`src/rtl/mem_port_arbiter_pkg.sv`:
```
// Shared parameters and types for the instruction-fetch / load-store memory port arbiter.
package mem_port_arbiter_pkg;

  localparam int ADDR   = 16;
  localparam int W_OPR  = 32;
  localparam int SKIP_W = 4;

  typedef enum logic {
    ARB_IDLE = 1'b0,
    ARB_WAIT = 1'b1
  } arb_state_e;

  typedef enum logic {
    OWN_IF = 1'b0,
    OWN_LS = 1'b1
  } arb_owner_e;

  typedef struct packed {
    arb_state_e        state;
    arb_owner_e        owner;
    logic [1:0]        lat_cnt;
    logic [SKIP_W-1:0] skip_cnt;
  } arb_dbg_t;

  function automatic logic [SKIP_W-1:0] sat_inc(input logic [SKIP_W-1:0] v,
                                                input logic [SKIP_W-1:0] max_v);
    return (v >= max_v) ? max_v : v + 1'b1;
  endfunction

endpackage

```
`src/rtl/mem_port_arbiter_arb_pick.sv`:
```
// Winner select between fetch and load/store; the saturated skip count hands IF one forced win.
module arb_pick (
  input  logic if_req,
  input  logic ls_req,
  input  logic skip_sat,
  output logic grant_if,
  output logic grant_ls
);

  always_comb begin
    grant_if = 1'b0;
    grant_ls = 1'b0;
    if (skip_sat && if_req) begin
      grant_if = 1'b1;
    end else if (ls_req) begin
      grant_ls = 1'b1;
    end else if (if_req) begin
      grant_if = 1'b1;
    end
  end

endmodule

```
`src/rtl/mem_port_arbiter.sv`:
```
// Shares one single-port synchronous memory between fetch and load/store with a single outstanding read.
module mem_port_arbiter
  import mem_port_arbiter_pkg::*;
#(
  parameter int MEM_LAT  = 1,
  parameter int MAX_SKIP = 3
) (
  input  logic             clk,
  input  logic             reset,
  input  logic             if_req_i,
  input  logic [ADDR-1:0]  if_addr_i,
  output logic             if_gnt_o,
  output logic             if_rvalid_o,
  output logic [W_OPR-1:0] if_rdata_o,
  input  logic             ls_req_i,
  input  logic             ls_write_i,
  input  logic [ADDR-1:0]  ls_addr_i,
  input  logic [W_OPR-1:0] ls_wdata_i,
  output logic             ls_gnt_o,
  output logic             ls_rvalid_o,
  output logic [W_OPR-1:0] ls_rdata_o,
  output logic             mem_en_o,
  output logic             mem_we_o,
  output logic [ADDR-1:0]  mem_addr_o,
  output logic [W_OPR-1:0] mem_wdata_o,
  input  logic [W_OPR-1:0] mem_rdata_i,
  output arb_dbg_t         dbg_o
);

  localparam logic [1:0]        LAT_LOAD = 2'(MEM_LAT - 1);
  localparam logic [SKIP_W-1:0] SKIP_MAX = SKIP_W'(MAX_SKIP);

  arb_state_e        state_r;
  arb_owner_e        owner_r;
  logic [1:0]        lat_cnt_r;
  logic [SKIP_W-1:0] skip_cnt_r;

  logic ret_now;
  logic slot;
  logic pick_if;
  logic pick_ls;
  logic if_gnt;
  logic ls_gnt;
  logic read_gnt;

  arb_pick u_pick (
    .if_req   (if_req_i),
    .ls_req   (ls_req_i),
    .skip_sat (skip_cnt_r == SKIP_MAX),
    .grant_if (pick_if),
    .grant_ls (pick_ls)
  );

  // Handshake: a request is accepted in the cycle its gnt is high; until then the
  // requester holds req/addr/data stable. Read data follows with rvalid MEM_LAT cycles later.
  always_comb begin
    ret_now  = (state_r == ARB_WAIT) && (lat_cnt_r == 2'd0);
    slot     = reset && ((state_r == ARB_IDLE) || ret_now);
    if_gnt   = slot && pick_if;
    ls_gnt   = slot && pick_ls;
    read_gnt = if_gnt || (ls_gnt && !ls_write_i);
  end

  always_comb begin
    mem_en_o    = 1'b0;
    mem_we_o    = 1'b0;
    mem_addr_o  = '0;
    mem_wdata_o = '0;
    if (ls_gnt) begin
      mem_en_o    = 1'b1;
      mem_we_o    = ls_write_i;
      mem_addr_o  = ls_addr_i;
      mem_wdata_o = ls_wdata_i;
    end else if (if_gnt) begin
      mem_en_o   = 1'b1;
      mem_addr_o = if_addr_i;
    end
  end

  always_comb begin
    if_gnt_o    = if_gnt;
    ls_gnt_o    = ls_gnt;
    if_rvalid_o = ret_now && (owner_r == OWN_IF);
    ls_rvalid_o = ret_now && (owner_r == OWN_LS);
    if_rdata_o  = if_rvalid_o ? mem_rdata_i : '0;
    ls_rdata_o  = ls_rvalid_o ? mem_rdata_i : '0;
    dbg_o       = '{state: state_r, owner: owner_r, lat_cnt: lat_cnt_r, skip_cnt: skip_cnt_r};
  end

  always_ff @(posedge clk or negedge reset) begin
    if (!reset) begin
      state_r    <= ARB_IDLE;
      owner_r    <= OWN_IF;
      lat_cnt_r  <= '0;
      skip_cnt_r <= '0;
    end else begin
      // A read granted in the return cycle re-arms WAIT for back-to-back reads.
      if (read_gnt) begin
        state_r   <= ARB_WAIT;
        owner_r   <= if_gnt ? OWN_IF : OWN_LS;
        lat_cnt_r <= LAT_LOAD;
      end else if (state_r == ARB_WAIT) begin
        if (lat_cnt_r == 2'd0) begin
          state_r <= ARB_IDLE;
        end else begin
          lat_cnt_r <= lat_cnt_r - 1'b1;
        end
      end

      if (!if_req_i || if_gnt) begin
        skip_cnt_r <= '0;
      end else if (ls_gnt) begin
        skip_cnt_r <= sat_inc(skip_cnt_r, SKIP_MAX);
      end
    end
  end

endmodule

```
`config.mk`:
```
export PLATFORM = sky130hd
export DESIGN_NAME = mem_port_arbiter
export DESIGN_NICKNAME = d
export VERILOG_FILES = /design/src/rtl/mem_port_arbiter_pkg.sv /design/src/rtl/mem_port_arbiter_arb_pick.sv /design/src/rtl/mem_port_arbiter.sv
export SDC_FILE = /design/constraint.sdc
export NUM_CORES = 1
export LEC_CHECK = 0
export CORE_AREA = 2 2 88 90
export CTS_CLUSTER_DIAMETER = 50
export DETAILED_ROUTE_END_ITERATION = 6
export DIE_AREA = 0 0 90 92
export PLACE_DENSITY = 0.73
export SLEW_MARGIN = 10
export SYNTH_ARGS = -nofsm -noshare
export SYNTH_HDL_FRONTEND = slang
export SYNTH_SLANG_ARGS = --single-unit
export TNS_END_PERCENT = 10
```
`constraint.sdc`:
```
create_clock -name clk -period 4.35 [get_ports clk]
set_input_delay 0.435 -clock clk [delete_from_list [all_inputs] [get_ports clk]]
set_output_delay 0.435 -clock clk [all_outputs]
set_load 0.05 [all_outputs]
```
**After elaboration in Yosys (flattened, before gate mapping)**

Cells that the tools add are included.

- $add $sub $neg: 2
- $lt $le $gt $ge: 1
- Equality and inequality tests: 2
- Multiplexer cells: 23
- Bitwise logic cells: 2
- Reduce and logical (&&, ||, !) cells: 17

Operators by type and width:

| kind | count |
|---|---|
| 2-to-1 mux 32 bit | 3 |
| 2-to-1 mux 16 bit | 2 |
| 2-to-1 mux 1 bit | 12 |
| 2-to-1 mux 4 bit | 3 |
| logical AND 1 bit | 8 |
| 2-to-1 mux 2 bit | 3 |
| adder 4 x 1 -> 4 bit (second input constant) | 1 |
| == test 4 x 2 -> 1 bit (second input constant) | 1 |
| greater-or-equal comparator 4 x 2 -> 1 bit (second input constant) | 1 |
| nonzero test 2 bit | 2 |
| logical OR 1 bit | 3 |
| logical NOT 1 bit | 2 |
| logical NOT 2 bit | 1 |
| inequality test 2 bit (second input constant) | 1 |
| inverter 1 bit | 2 |
| AND reduction 2 bit | 1 |
| subtractor 2 x 1 -> 2 bit (second input constant) | 1 |

- Register bits: 8
- Input bits: 101
- Output and inout bits: 126

**Logic depth before layout (Yosys ltp)**

Gate-level depths: netlist (run 1).

- Depth after elaboration: 9
- Gate-level depth with buffers: 7
- Gate-level depth less buffers: 5

**Modules after synthesis**

From an unflattened synthesis (run 1), not the netlist that was laid out.

- Cells, all modules: 174
- Area total of the unflattened synthesis: 1286.2 um^2

By module, submodules not included:

| module | instances | cells an instance | area an instance (um^2) | seq. area each (um^2) |
|---|---|---|---|---|
| mem_port_arbiter | 1 | 171 | 1267.5 | 200.2 |
| arb_pick | 1 | 3 | 18.8 | 0.0 |

**Worst setup path before layout (run 1)**

No wires, ideal clock.

- Path type: flip-flop to output port
- From: register lat_cnt_r[0]
- To: output mem_addr_o[0]
- Data arrival time: 2310 ps
- Required time: 3915 ps
- Path slack: 1605 ps
- Cell stages (with the launch flop): 8
- Path buffers: 2
- Cell sequence: dfrtp_1 inv_1 ha_1 nand2b_1 buf_4 clkbuf_1 nand3_1 o22ai_1

- Longest elaborated chain between the ends: 7
- Elaborated cells on any way between the ends: 8
- Those cells by class: mux: 2; reduce/logical: 6

RTL lines:

| what | RTL line | source |
|---|---|---|
| start: declaration | mem_port_arbiter.sv:35 | `logic [1:0] lat_cnt_r;` |
| start signal: assignment | mem_port_arbiter.sv:106 | `lat_cnt_r <= lat_cnt_r - 1'b1;` |
| logical NOT 2 bit (*) | mem_port_arbiter.sv:57 | `ret_now = (state_r == ARB_WAIT) && (lat_cnt_r == 2'd0);` |
| logical AND 1 bit (*) | mem_port_arbiter.sv:57 |  |
| logical OR 1 bit (*) | mem_port_arbiter.sv:58 | `slot = reset && ((state_r == ARB_IDLE) \|\| ret_now);` |
| logical AND 1 bit (*) | mem_port_arbiter.sv:58 |  |
| logical AND 1 bit | mem_port_arbiter.sv:59 | `if_gnt = slot && pick_if;` |
| 2-to-1 mux 16 bit | mem_port_arbiter.sv:74 | `end else if (if_gnt) begin` |
| 2-to-1 mux 16 bit (*) | mem_port_arbiter.sv:69 | `if (ls_gnt) begin` |
| end: declaration | mem_port_arbiter.sv:24 | `output logic [ADDR-1:0] mem_addr_o,` |

Mark *: on every way between the ends. The rest lies on a longest branch, timed or not.

**Worst setup path in the final report (run 1)**

- From: input if_req_i
- To: output mem_addr_o[2]

- Longest elaborated chain between the ends: 6
- Elaborated cells on any way between the ends: 9
- Those cells by class: mux: 6; reduce/logical: 3

RTL lines:

| what | RTL line | source |
|---|---|---|
| start: declaration | mem_port_arbiter.sv:10 | `input logic if_req_i,` |
| 2-to-1 mux 1 bit | mem_port_arbiter_arb_pick.sv:17 | `end else if (if_req) begin` |
| 2-to-1 mux 1 bit | mem_port_arbiter_arb_pick.sv:15 | `end else if (ls_req) begin` |
| 2-to-1 mux 1 bit | mem_port_arbiter_arb_pick.sv:13 | `if (skip_sat && if_req) begin` |
| logical AND 1 bit | mem_port_arbiter.sv:59 |  |
| 2-to-1 mux 16 bit | mem_port_arbiter.sv:74 |  |
| 2-to-1 mux 16 bit (*) | mem_port_arbiter.sv:69 |  |

Marked as above.

==> results_dict.tcl, run 1 <==
set metrics [dict create \
    synthSimpleGateAreaFrac_pct 61.5 \
    drtAntennaViolNets 0 \
    synth_cells 219 \
    ctsResizeCount 0 \
    report.final.slew_viol_count 0 \
    hp-class "in -> async" \
    synth-seq-area-share_pct 13.3 \
    slew_headroom_pct 41.3 \
    vias 2253 \
    seqPwrFrac_pct 7.7 \
    peakVddDrop_mv 0.195 \
    drtIter0Drc 37 \
    cp.buffers_inverters 2 \
    grt_pass1_wl_mm 10.8 \
    synth_top_family_by_area "simple AND/OR/NAND/NOR gates" \
    synth-compound-area-share_pct 12.8 \
    synth_top_area_share_pct 40.0 \
    dp_slack_ps 1060 \
    postCtsSetupBuffers 0 \
    end_kind "output pin" \
    synth_edf_count 0 \
    drc 0 \
    final-seq-area_sq_um 200 \
    synth_nets 322 \
    dp.cells 527 \
    synth_fa_ha_area_share_pct 1.67 \
    cts_root_buffer "clkbuf_8" \
    arrival_ps 2850 \
    cts_tree "done" \
    grt_pass1_vias 2064 \
    drive_gt1_share_pct 11.0 \
    cpMostUsedCell "clkdlybuf4s50_1" \
    design.core.area_sq_um 7450 \
    clock_sinks 8 \
    area_growth_pct 148 \
    first_pass_iters 4 \
    powerDensity_nw_per_um2 352 \
    max_freq_mhz 304 \
    tightest_slew_ps 880 \
    htreeDepth 1 \
    overflow 0 \
    swShare_pct 58.4 \
    fin_crit_ps 3290 \
    place_congestion 0.828 \
    yosys.cell_types.count 32 \
    multi_input_area_sq_um 1140 \
    cp_cell_sequence "clkdlybuf4s50_1 -> and4bb_4 -> nand2b_1 -> o22ai_1 -> clkdlybuf4s50_1" \
    cpLargestDelayFamily "buffers and inverters" \
    die-width_um 90 \
    boundaryPins 227 \
    fin_crit_sh_pct 75.6 \
    critPathLaunchType "input port" \
    cp.required_ps 3910 \
    critical_path.slowest_cell "clkdlybuf4s50_1" \
    dp_hpwl_mm 6.02 \
    max_cap_viol_count 0 \
    fillers 723 \
    p_total_w 0.00131 \
    hold_viol 0 \
    routed_wl_mm 7.18 \
    synth_flop_cell "dfrtp_1" \
    synthXorXnorAreaFrac_pct 0 \
    cts.clk_slew.worst_paths_ps 40 \
    insertion_delay_ps 220 \
    rsz0062_at_grt "false" \
    synthesis.area_sq_um 1500 \
    setup_viol 0 \
    combPwrFrac_pct 85.6 \
    antenna_found_initial 1 \
    syn_area_per_cell_sq_um 6.85 \
    status "finished, final reports clean" \
    initial_utilization_pct 20.1 \
    final_nets 533 \
    grt_max_degree 39 \
    leakage_nw 1.52 \
    wl_per_cell_um 13.6 \
    stdcell_count 530 \
    cp_max_fo 16 \
    skew_ps 0.225 \
    viasPerCell 4.25 \
    ctsHoldBuffers 0 \
    power.switching_w 0.000766 \
    clock_path_buffers 2 \
    fin_ws_ps 1060 \
    ys_seq_elements 8 \
    synth_top_area_cell "and2_1" \
    yosysWarnings 0 \
    setup.worst_path.class "in -> out" \
    cts_inserted_buffers 3 \
    rows 32 \
    port_buffers 226 \
    synth_most_common_cell "and2_1" \
    yosys-top-cells-area "and2_1 (40%), dfrtp_1 (13%), nand3_1 (11%)" \
    diodes 0 \
    tns_ps 0 \
    synthMuxAreaShare_pct 0 \
    grt_use_total_pct 15.7 \
    internal-power_w 0.000544 \
    synthArstFlopShare_pct 100 \
    netlist_top_cells_count "and2_1 (96), nand3_1 (33), o22ai_1 (17)" \
    die_y_um 92 \
    clkPwrFrac_pct 6.7 \
    dieArea_sq_um 8280 \
    slowest_delay_ps 840 \
]
## flip-flops by register name (all words and copies together) (netlist names)
| name | flops |
|---|---|
| owner_r | 1 |
| state_r | 1 |
| lat_cnt_r | 2 |
| skip_cnt_r | 4 |
## per-stage QoR
stage	instance area, sq um	hold WS [ps]	utilization, %
final	3720	549	50.0
after global placement	3680	538	49.4
after CTS	3720	560	50.0
after floorplan	1500	139	-
after detailed placement	3680	551	49.4
after global routing	3720	570	50.0
## power groups by stage
stage | Clock [W] | Combinational [W] | Sequential [W]
final | 0.0000873 | 0.00112 | 0.000101
after global routing | 0.0000952 | 0.00118 | 0.000103
after CTS | 0.0000892 | 0.00113 | 0.000101
after detailed placement | 0 | 0.00113 | 0.000102
after global placement | 0 | 0.00112 | 0.000101
after floorplan | 0 | 0.000718 | 0.000131
## final timing paths
path | startpoint | to | slack (ps) | cells after the start
setup reg to reg | lat_cnt_r[0] | skip_cnt_r[1] | 2670 | 6
min in group clk | lat_cnt_r[0] | lat_cnt_r[0] | 560 | 3
hold / removal | reset | skip_cnt_r[3] | 550 | 1
setup / recovery | if_req_i | mem_addr_o[2] | 1060 | 5
hold reg to reg | lat_cnt_r[0] | lat_cnt_r[0] | 560 | 3
max in group asynchronous | reset | skip_cnt_r[0] | 2990 | 3
## area by class of cell
| class | instances | share of cell area (%) |
|---|---|---|
| clock buffers | 3 | 1.11 |
| inverters | 4 | 0.403 |
| multi-input cells | 184 | 30.6 |
| flip-flops and latches | 8 | 5.38 |
| well taps | 102 | 3.43 |
| repair buffers | 229 | 59.1 |
## cells in the final DEF (no fill, tap or decap)
cell type | synthesis | layout
a2111oi_0 | 1 | 1
a211oi_1 | 1 | 1
a21boi_0 | 1 | 1
a21oi_1 | 1 | 1
a31o_2 | 1 | 1
a31oi_1 | 1 | 1
and2_1 | 96 | 96
and2_2 | 1 | 1
and2b_1 | 1 | 1
and3_1 | 4 | 4
and4bb_4 | 1 | 1
buf_4 | 3 | 37
clkbuf_8 | 0 | 3
clkdlybuf4s50_1 | 0 | 192
dfrtp_1 | 8 | 8
ha_1 | 2 | 2
inv_1 | 4 | 4
nand2_1 | 6 | 6
nand2b_1 | 3 | 3
nand3_1 | 33 | 33
nor2_1 | 3 | 3
nor2_2 | 1 | 1
nor2b_1 | 2 | 2
nor3_4 | 1 | 1
o21a_1 | 1 | 1
o221a_2 | 1 | 1
o22ai_1 | 17 | 17
o31a_1 | 1 | 1
o31ai_1 | 2 | 2
or2_1 | 1 | 1
or2_2 | 1 | 1
## metal layers
layer,wire (um),global-route usage [%]
met2,3520,28.4
met4,95,3.59
met5,0,0
met3,722,5.01
met1,2850,18.0
## logic make-up (layout without fill, tap and decap cells)
group           Yosys count  after routing
simple gates            154            154
compound gates           28             28
fa+ha+maj                 2              2
flops                     8              8
buf+inv                  27            236
Power figures use the tool's default switching activity.
==> inputs of run 2 (changes only) <==
- CORE_AREA: 2 2 88 90 -> default
- CORE_ASPECT_RATIO: default -> 0.9
- CORE_MARGIN: default -> 2
- CORE_UTILIZATION: default -> 21
- DIE_AREA: 0 0 90 92 -> default
- PLACE_DENSITY: 0.73 -> 0.78
- clock period: 4.35 -> 2.7 ns (I/O delays scaled with it)
==> run 2 against run 1 <==
Combinational power rose by 90%; sequential share of layout area fell by 1.1 points; via count rose by 3.6%; clock-buffer cell count did not move; worst hold slack got worse by 250 ps; die area fell by 5.4%; critical endpoint is now mem_addr_o[11]; highest routed layer unchanged.
==> results_dict.tcl, run 2 (synthesis gave the netlist of run 1 again) <==
set metrics [dict create \
    fin_crit_sh_pct 88.9 \
    regMostFlops "skip_cnt_r" \
    design.core.area_sq_um 7000 \
    final_nets 536 \
    end_kind "output pin" \
    r2r_setup_slack_ps 1010 \
    hold_viol 0 \
    wl_per_cell_um 15.2 \
    place_congestion 0.804 \
    internal-power_w 0.00112 \
    vias 2333 \
    seqPwrFrac_pct 6.6 \
    fin_crit_ps 2400 \
    cts_tree "done" \
    ctsResizeCount 0 \
    timing.hold.ws_ps 301 \
    initial_utilization_pct 21.4 \
    multi_input_area_sq_um 1140 \
    final_common_cell "clkdlybuf4s50_1" \
    htreeDepth 1 \
    r2r_end "owner_r" \
    dieArea_sq_um 7840 \
    cp_cell_sequence "ha_1 -> and4bb_4 -> nand2b_1 -> o22ai_1 -> buf_12" \
    final_cell_mix "clkdlybuf4s50_1 (108), and2_1 (96), buf_12 (89)" \
    final-seq-area_sq_um 200 \
    grt_max_degree 43 \
    status "finished, final reports clean" \
    routed_wl_mm 7.98 \
    cp.required_ps 2430 \
    critical_path.slowest_cell "dfrtp_1" \
    leakage_nw 1.96 \
    setup_viol 0 \
    drive_gt1_share_pct 31.1 \
    cpLargestDelayFamily "simple AND/OR/NAND/NOR gates" \
    peakVddDrop_mv 0.330 \
    tightest_slew_ps 629 \
    ctsHoldBuffers 0 \
    cp.buffers_inverters 1 \
    area_growth_pct 209 \
    drtAntennaViolNets 0 \
    hp-class "in -> async" \
    tns_ps 0 \
    cts_inserted_buffers 3 \
    first_pass_iters 4 \
    drtIter0Drc 68 \
    dp_hpwl_mm 6.82 \
    powerDensity_nw_per_um2 525 \
    critPathLaunchType "register" \
    viasPerCell 4.45 \
    insertion_delay_ps 230 \
    cts_root_buffer "clkbuf_8" \
    report.final.slew_viol_count 0 \
    boundaryPins 227 \
    reg_top3 "skip_cnt_r x4, lat_cnt_r x2" \
    slew_headroom_pct 58.0 \
    setup.worst_path.class "reg -> out" \
    fin_ws_ps 299 \
    fillers 536 \
    dp_slack_ps 449 \
    largest_reg_flops 4 \
    postCtsSetupBuffers 0 \
    diodes 0 \
    cp_max_fo 16 \
    port_buffers 226 \
    max_cap_viol_count 0 \
    swShare_pct 54.0 \
    clock_sinks 8 \
    arrival_ps 2130 \
    max_freq_mhz 416 \
    cp_num_cells 5 \
    worstReg2RegStart "lat_cnt_r[0]" \
    rr_worst_depth 6 \
    overflow 0 \
    rsz0062_at_grt "false" \
    skew_ps 5.94 \
    rows 29 \
    die_y_um 84.2 \
    clkPwrFrac_pct 5.9 \
    combPwrFrac_pct 87.5 \
    die-width_um 93.1 \
    grt_pass1_vias 2314 \
    grt_pass1_wl_mm 12.2 \
    grt_use_total_pct 19.2 \
    drc 0 \
    antenna_found_initial 0 \
    cts.clk_slew.worst_paths_ps 40 \
    power.switching_w 0.00132 \
    slowest_delay_ps 410 \
    clock_path_buffers 2 \
]
-- run 2: area by class of cell --
class | instances | area share [%]
clock buffer | 3 | 0.890
multi-input combinational | 184 | 24.6
tap | 93 | 2.51
timing repair buffer | 232 | 67.4
sequential | 8 | 4.32
inverter | 4 | 0.324
-- run 2: how the worst max path moves through the flow --
stage	slack, ps	end	startpoint
6_report	300	mem_addr_o[11]	skip_cnt_r[0]
5_1_grt	180	mem_addr_o[2]	skip_cnt_r[0]
4_1_cts	300	mem_addr_o[11]	skip_cnt_r[0]
3_5_place_dp	450	mem_addr_o[11]	if_req_i
3_3_place_gp	480	mem_addr_o[10]	if_req_i
2_1_floorplan	120	mem_addr_o[0]	lat_cnt_r[0]
-- run 2: worst register-to-register path: cells and delay by family, from the launching register on --
kind | cells | cell delay [ps]
buf+inv | 2 | 430
flops | 1 | 370
simple gates | 2 | 300
fa+ha+maj | 1 | 180
compound gates | 1 | 290
-- run 2: routing by layer --
layer  part of all wire (%)  global-route usage, %
met5                      0                      0
met4                    2.4                   5.21
met3                    7.3                   4.94
met2                     53                   35.4
met1                     37                   21.8
-- run 2: stage by stage --
stage / power (W) / area (sq um) / instances / util (%)
final: 0.00244 / 4640 / 524 / 66.2
after global placement: 0.00228 / 4600 / 521 / 65.6
after global routing: 0.00255 / 4640 / 524 / 66.2
after detailed placement: 0.00231 / 4600 / 521 / 65.6
after floorplan: 0.00137 / 1500 / 219 / -
after CTS: 0.00246 / 4640 / 524 / 66.2
-- run 2: power by group through the flow --
stage	combinational, W	clock (W)	sequential (W)
finish	0.00213	0.000143	0.000161
global route	0.00223	0.000157	0.000164
CTS	0.00215	0.000148	0.000162
detailed placement	0.00215	0	0.000164
global placement	0.00212	0	0.000162
floorplan	0.00116	0	0.000210
==> edit 1, RTL diff (config.mk and constraints of run 2) <==
Set the package constant `ADDR` to 8 (it was 16).
--- a/src/rtl/mem_port_arbiter_pkg.sv
+++ b/src/rtl/mem_port_arbiter_pkg.sv
@@ -1,7 +1,7 @@
 // Shared parameters and types for the instruction-fetch / load-store memory port arbiter.
 package mem_port_arbiter_pkg;
 
-  localparam int ADDR   = 16;
+  localparam int ADDR   = 8;
   localparam int W_OPR  = 32;
   localparam int SKIP_W = 4;
 
Ports: changed (resized if_addr_i, ls_addr_i and mem_addr_o); port bits go from 227 to 203. The function was not compared with the original's and may differ.
==> edit 1 against run 2 <==
Non-clock buffer count is 24 lower. Register-to-register slack better by 0.11 ns. Area after synthesis is 13% lower. Power is 3.8% higher. Sequential cell count stayed put. Worst setup slack better by 0.16 ns. First-iteration DRC count is 59% lower. Sequential share of layout area is 0.92 points higher. Design area is 18% lower. Global-route usage is 2.9 points lower. Routed wire length is 23% lower.
==> edit 1: results (changes against run 2) <==
Run status:
- The run finished with clean final reports.

Route:
- The total wire length is 6160 um (-23%).
- The count of unresolved DRC violations after routing is 0 (unchanged).
- The detailed-routing iteration count for the pre-antenna-repair pass is 4 (unchanged).
- The number of design-rule violations left by the first detailed-router iteration is 28 (-59%).
- The routed via count came to 1958 (-16%).

Synth:
- By count the netlist is led by and2_1 (98), a21oi_1 (12), o21ai_0 (10).
- The share of flip-flops with an asynchronous set or reset is 100% (unchanged).
- The sequential fraction of the synthesis area came to 15.3% (+2.0 points).
- The synthesized netlist net count is 276 (-14%).
- By area the synthesized netlist is led by and2_1 (47%), dfrtp_1 (15%), a21oi_1 (4.6%).

GRT:
- The pin count of the biggest net entering global routing is 34 (-21%).
- The wire length of the first global-routing pass is 8990 um (-27%).
- The via count of the first global-routing pass is 1789 (-23%).
- The initial antenna violation count is 0 (unchanged).
- The global routing usage summed across all routing layers is 16.3% (-2.9 points).

Worst setup path:
- The setup slack of the most critical reg-to-reg path was 1.12 ns (+0.11 ns).
- The highest fanout seen on the critical path is 9 (-7).
- The worst-path cell with the longest stage delay is clkdlybuf4s50_1.
- The endpoint identified for the worst register-to-register timing path is skip_cnt_r[3]$_DFFE_PN0P_.
- The logic depth of the worst register-to-register path was 5 (-1).
- Tracing the worst setup path back leads to its startpoint at if_req_i.
- The arrival time at the worst endpoint is 1.97 ns (-0.16 ns).
- In this run the worst setup path terminates at mem_addr_o[3].
- The stage delay of the slowest cell on the critical path is 0.63 ns (+0.22 ns).

Placement:
- The weighted congestion reported at the end of routability-driven placement is 0.839 (+4.4%).
- The cell area after placement came to 0.00378 mm^2 (-18%).
- The half-perimeter wire length after placement is 5350 um (-22%).
- The count of buffers inserted at the top-level ports came to 202 (-11%).
- The worst slack at placement is 0.489 ns (+0.0396 ns).

Finish:
- The ratio of cells with drive above 1 in the final layout is 32.9% (+1.8 points).
- The post-layout net count came to 472 (-12%).
- The antenna diode instance count came to 0 (unchanged).
- The post-route core utilization is 63.3% (-3.0 points).
- The number of fill cells was 507 (-5.4%).

Power and ir drop:
- The peak supply drop is 0.338 mV (+2.2%).
- The leakage power of the design is 1.73 nW (-12%).

CTS:
- Clock tree synthesis selected as its root buffer the cell clkbuf_8.
- The maximum level of the CTS H-tree is 1 (unchanged).

Timing:
- The actual transition at the worst max-transition pin came to 0.525 ns (-0.104 ns).
- The minimum clock period after layout is 2.24 ns (-0.161 ns).
- The clock skew is 0.00313 ns (-0.00281 ns).
-- edit 1: final cells by class --
cell class	instances	share of cell area, %
Tap cell	72	2.36
Multi-Input combinational cell	159	26.3
Sequential cell	8	5.23
Timing Repair Buffer	208	64.5
Clock buffer	3	1.08
Inverter	5	0.491
-- edit 1: metrics by stage --
| step | power (mW) | instances |
|---|---|---|
| after floorplan | 1.48 | 189 |
| after global placement | 2.38 | 452 |
| after detailed placement | 2.40 | 452 |
| after CTS | 2.55 | 455 |
| after global routing | 2.65 | 455 |
| final | 2.53 | 455 |
-- edit 1: worst min path at each step --
stage                      from                         to  slack, ns
after floorplan           reset   lat_cnt_r[0]$_DFFE_PN0P_      -0.03
after global placement    reset  skip_cnt_r[1]$_DFFE_PN0P_       0.51
after detailed placement  reset  skip_cnt_r[3]$_DFFE_PN0P_       0.52
after CTS                 reset  skip_cnt_r[3]$_DFFE_PN0P_       0.27
after global routing      reset  skip_cnt_r[3]$_DFFE_PN0P_       0.29
final                     reset  skip_cnt_r[3]$_DFFE_PN0P_       0.28
-- edit 1: worst max-delay path, delay by kind of cell --
kind / cells / cell delay (ns)
AND/OR/NAND/NOR: 1 / 0.46
AO/OA/AOI/OAI: 2 / 0.43
buffers and inverters: 2 / 0.81
-- edit 1: power breakdown --
part           leakage, nW  switching, mW  internal, mW
registers            0.104         0.0287         0.152
logic                 1.61           1.32         0.884
clock network       0.0216         0.0470        0.0965
total                 1.73           1.40          1.13
-- edit 1: kinds of logic after synthesis --
| group | count (synthesis) | synth area share [%] |
|---|---|---|
| adders and majority gates | 2 | 1.92 |
| AOI/OAI and AO/OA | 31 | 14.9 |
| DFF | 8 | 15.3 |
| xor gates and xnor gates | 1 | 0.671 |
| buffers and inverters | 22 | 7.96 |
| and+or+nand+nor | 125 | 59.3 |
-- edit 1: layer usage --
layer	up-vias	GRT usage (%)	wire, um
met5	-	0	0
met4	0	2.92	46
met3	6	4.68	577
met2	103	30.4	3250
met1	849	18.5	2290
li1	1000	-	-
==> edit 2, RTL diff (flow settings as in run 2) <==
Made on the original files. Register the output `dbg_o`; this adds one clock of latency there. The other outputs are not delayed to match.
--- a/src/rtl/mem_port_arbiter.sv
+++ b/src/rtl/mem_port_arbiter.sv
@@ -29,6 +29,8 @@
 
   localparam logic [1:0]        LAT_LOAD = 2'(MEM_LAT - 1);
   localparam logic [SKIP_W-1:0] SKIP_MAX = SKIP_W'(MAX_SKIP);
+
+  arb_dbg_t dbg_d;
 
   arb_state_e        state_r;
   arb_owner_e        owner_r;
@@ -84,7 +86,7 @@
     ls_rvalid_o = ret_now && (owner_r == OWN_LS);
     if_rdata_o  = if_rvalid_o ? mem_rdata_i : '0;
     ls_rdata_o  = ls_rvalid_o ? mem_rdata_i : '0;
-    dbg_o       = '{state: state_r, owner: owner_r, lat_cnt: lat_cnt_r, skip_cnt: skip_cnt_r};
+    dbg_d       = '{state: state_r, owner: owner_r, lat_cnt: lat_cnt_r, skip_cnt: skip_cnt_r};
   end
 
   always_ff @(posedge clk or negedge reset) begin
@@ -115,5 +117,9 @@
     end
   end
 
+  always_ff @(posedge clk) begin
+    dbg_o <= dbg_d;
+  end
+
 endmodule
 
Formal check against the unedited RTL: not equivalent (a bounded check fails within 4 cycles, from zero or initial values and one cycle with reset low).
==> edit 2 against run 2 <==
Clock power is 17% higher. Clock skew is 0.0036 ns lower. Worst hold slack gained 0.091 ns. Power grew 3.1%. Via count rose by 1.9%. Design area fell by 4.7%. Area after synthesis grew 9.7%. Count of clock-buffer cells in the layout unchanged. Worst setup slack worse by 0.11 ns. Critical path depth stayed put. Routed wire length is 1.1% lower. Sequential cell count up 8. Critical endpoint unchanged. Largest power group unchanged.
==> edit 2: results (changes against run 2) <==
CTS:
- The cell at the root of the clock tree is clkbuf_8.
- The number of buffers inserted during clock tree synthesis came to 3 (unchanged).
- The insertion delay to the later sink of the worst-skew pair is 0.24 ns.
- The number of buffers added for setup after CTS is 0 (unchanged).
- The number of buffers between clock root and the deepest sink is 2 (unchanged).
- The post-cts repair resize count is 0 (unchanged).
- The register clock-pin slew on the reported worst setup and hold paths is 0.06 ns (+0.02 ns).
- The maximum level of the CTS H-tree is 1 (unchanged).

Worst setup path:
- The logic depth of the worst register-to-register path is 6 (unchanged).
- The startpoint identified for the worst register-to-register timing path is lat_cnt_r[0]$_DFFE_PN0P_.
- The worst register-to-register path has a setup slack of 1.02 ns.
- The slowest stage of the critical path belongs to the cell clkdlybuf4s50_1.
- The arrival time at the worst endpoint was 2.24 ns (+0.11 ns).
- The most critical setup path has its endpoint at mem_addr_o[11].
- The most critical setup path has its startpoint at if_req_i.
- The highest fanout seen on the critical path is 16 (unchanged).
- In this run the critical register-to-register path is captured at skip_cnt_r[1]$_DFFE_PN0P_.
- The family of cells with the greatest summed delay on the critical path is buffers and inverters.
- The stage delay of the slowest cell on the critical path is 0.65 ns (+0.24 ns).

Finish:
- The number of fill cells is 649 (+21%).
- The antenna diode instance count was 0 (unchanged).
- The post-layout net count is 543 (+1.3%).
- In the final layout, the registers with the most flip-flops are dbg_o x8, skip_cnt_r x4, lat_cnt_r x2.
- The ratio of cells with drive above 1 in the final layout came to 30.4% (-0.73 points).

Run status:
- The run finished with clean final reports.

Placement:
- The count of buffers inserted at the top-level ports is 226 (unchanged).
- The weighted congestion reported at the end of routability-driven placement is 0.806 (+0.29%).
- The half-perimeter wire length after placement came to 6770 um (-0.82%).

GRT:
- The pin count of the biggest net entering global routing came to 47 (+9.3%).
- The initial antenna violation count is 0 (unchanged).
- The via count of the first global-routing pass is 2304 (-0.43%).
- The wire length of the first global-routing pass is 11600 um (-5.1%).
- The global routing usage summed across all routing layers was 16.6% (-2.7 points).

Route:
- The detailed-routing iteration count for the pre-antenna-repair pass is 4 (unchanged).
- The via density per instance is 4.45 (about the same).
- The total wire length is 7900 um (-1.1%).
- The number of design-rule violations left by the first detailed-router iteration is 61 (-10%).

Worst hold path:
- The worst hold path class is flip-flop to flip-flop.

Synth:
- The synthesized netlist net count is 328 (+1.9%).
- The sequential fraction of the synthesis area came to 21.9% (+8.6 points).
- The number of distinct library cells after synthesis is 33 (+3.1%).
- The share of flip-flops with an asynchronous set or reset is 50.0% (-50 points).
- The most frequently used flop master after synthesis is dfxtp_1.
- Sorting the synthesized cells by how often they occur yields and2_1 (96), nand3_1 (33), o22ai_1 (17), clkbuf_1 (12).
- Yosys attributes the largest share of cell area to and2_1 (37%), dfrtp_1 (12%), nand3_1 (10%).
- The count of synthesis-stage warnings from yosys came to 0 (unchanged).

Power and ir drop:
- The leakage power of the design came to 1.94 nW (-1.2%).
- The peak supply drop was 0.266 mV (-20%).

Timing:
- The actual transition at the worst max-transition pin came to 0.659 ns (+0.0302 ns).
- The clock skew is 0.00236 ns (-0.00357 ns).
==> edit 2: report_power, final <==
part	switching [mW]	internal [mW]	total [mW]
Clock	0.0681	0.0984	0.167
Combinational	1.23	0.807	2.04
Sequential	0.0234	0.285	0.309
==> edit 2: routing by layer <==
layer  GRT usage (%)  up-vias  share of wire, %
met3            4.47       10               9.4
met2            30.6      131                53
li1                -     1175                 -
met4            4.29        0               1.7
met1            19.3     1062                36
met5               0        -                 0
==> edit 2: through the flow <==
stage | instance area, um^2 | hold WS [ns] | setup slack (ns) | power, mW | std cells
floorplan | 1650 | -0.0256 | 0.401 | 1.50 | 225
global placement | 4380 | 0.360 | 0.331 | 2.34 | 531
detailed placement | 4380 | 0.376 | 0.218 | 2.36 | 531
CTS | 4420 | 0.390 | 0.204 | 2.53 | 534
global route | 4420 | 0.398 | 0.0136 | 2.63 | 534
finish | 4420 | 0.392 | 0.187 | 2.51 | 534
==> edit 2: how the worst min path moves through the flow <==
stage | cells after the start | startpoint | slack, ns | end
CTS | 0 | lat_cnt_r[0]$_DFFE_PN0P_ | 0.39 | dbg_o[4]$_DFF_P_
finish | 0 | owner_r$_DFFE_PN0P_ | 0.39 | dbg_o[6]$_DFF_P_
global route | 0 | owner_r$_DFFE_PN0P_ | 0.40 | dbg_o[6]$_DFF_P_
global placement | 0 | lat_cnt_r[0]$_DFFE_PN0P_ | 0.36 | dbg_o[4]$_DFF_P_
detailed placement | 0 | lat_cnt_r[0]$_DFFE_PN0P_ | 0.38 | dbg_o[4]$_DFF_P_
floorplan | 0 | reset | -0.03 | lat_cnt_r[0]$_DFFE_PN0P_
==> edit 2: kinds of logic after synthesis <==
kind of cell,count (synthesis),share of synthesized area (%)
buffers and inverters,25,8.82
adder cells (fa/ha/maj),2,1.52
AO/OA/AOI/OAI,28,11.7
AND/OR/NAND/NOR,154,56.0
flip-flops,16,21.9
==> edit 2: final cells by class <==
type | instances | area (um^2) | area share, %
Timing Repair Buffer | 231 | 2740 | 62.1
Multi-Input combinational cell | 184 | 1140 | 25.8
Sequential cell | 16 | 360 | 8.15
Tap cell | 96 | 120 | 2.72
Clock buffer | 3 | 41.3 | 0.934
Inverter | 4 | 15.0 | 0.340
==> edit 2: worst reg2reg max path, delay by kind of cell (launching register included) <==
family	cells	cell delay, ns
flip-flops	1	0.38
AND/OR/NAND/NOR	2	0.28
adder cells (fa/ha/maj)	1	0.19
AO/OA/AOI/OAI	1	0.29
buffers and inverters	2	0.42
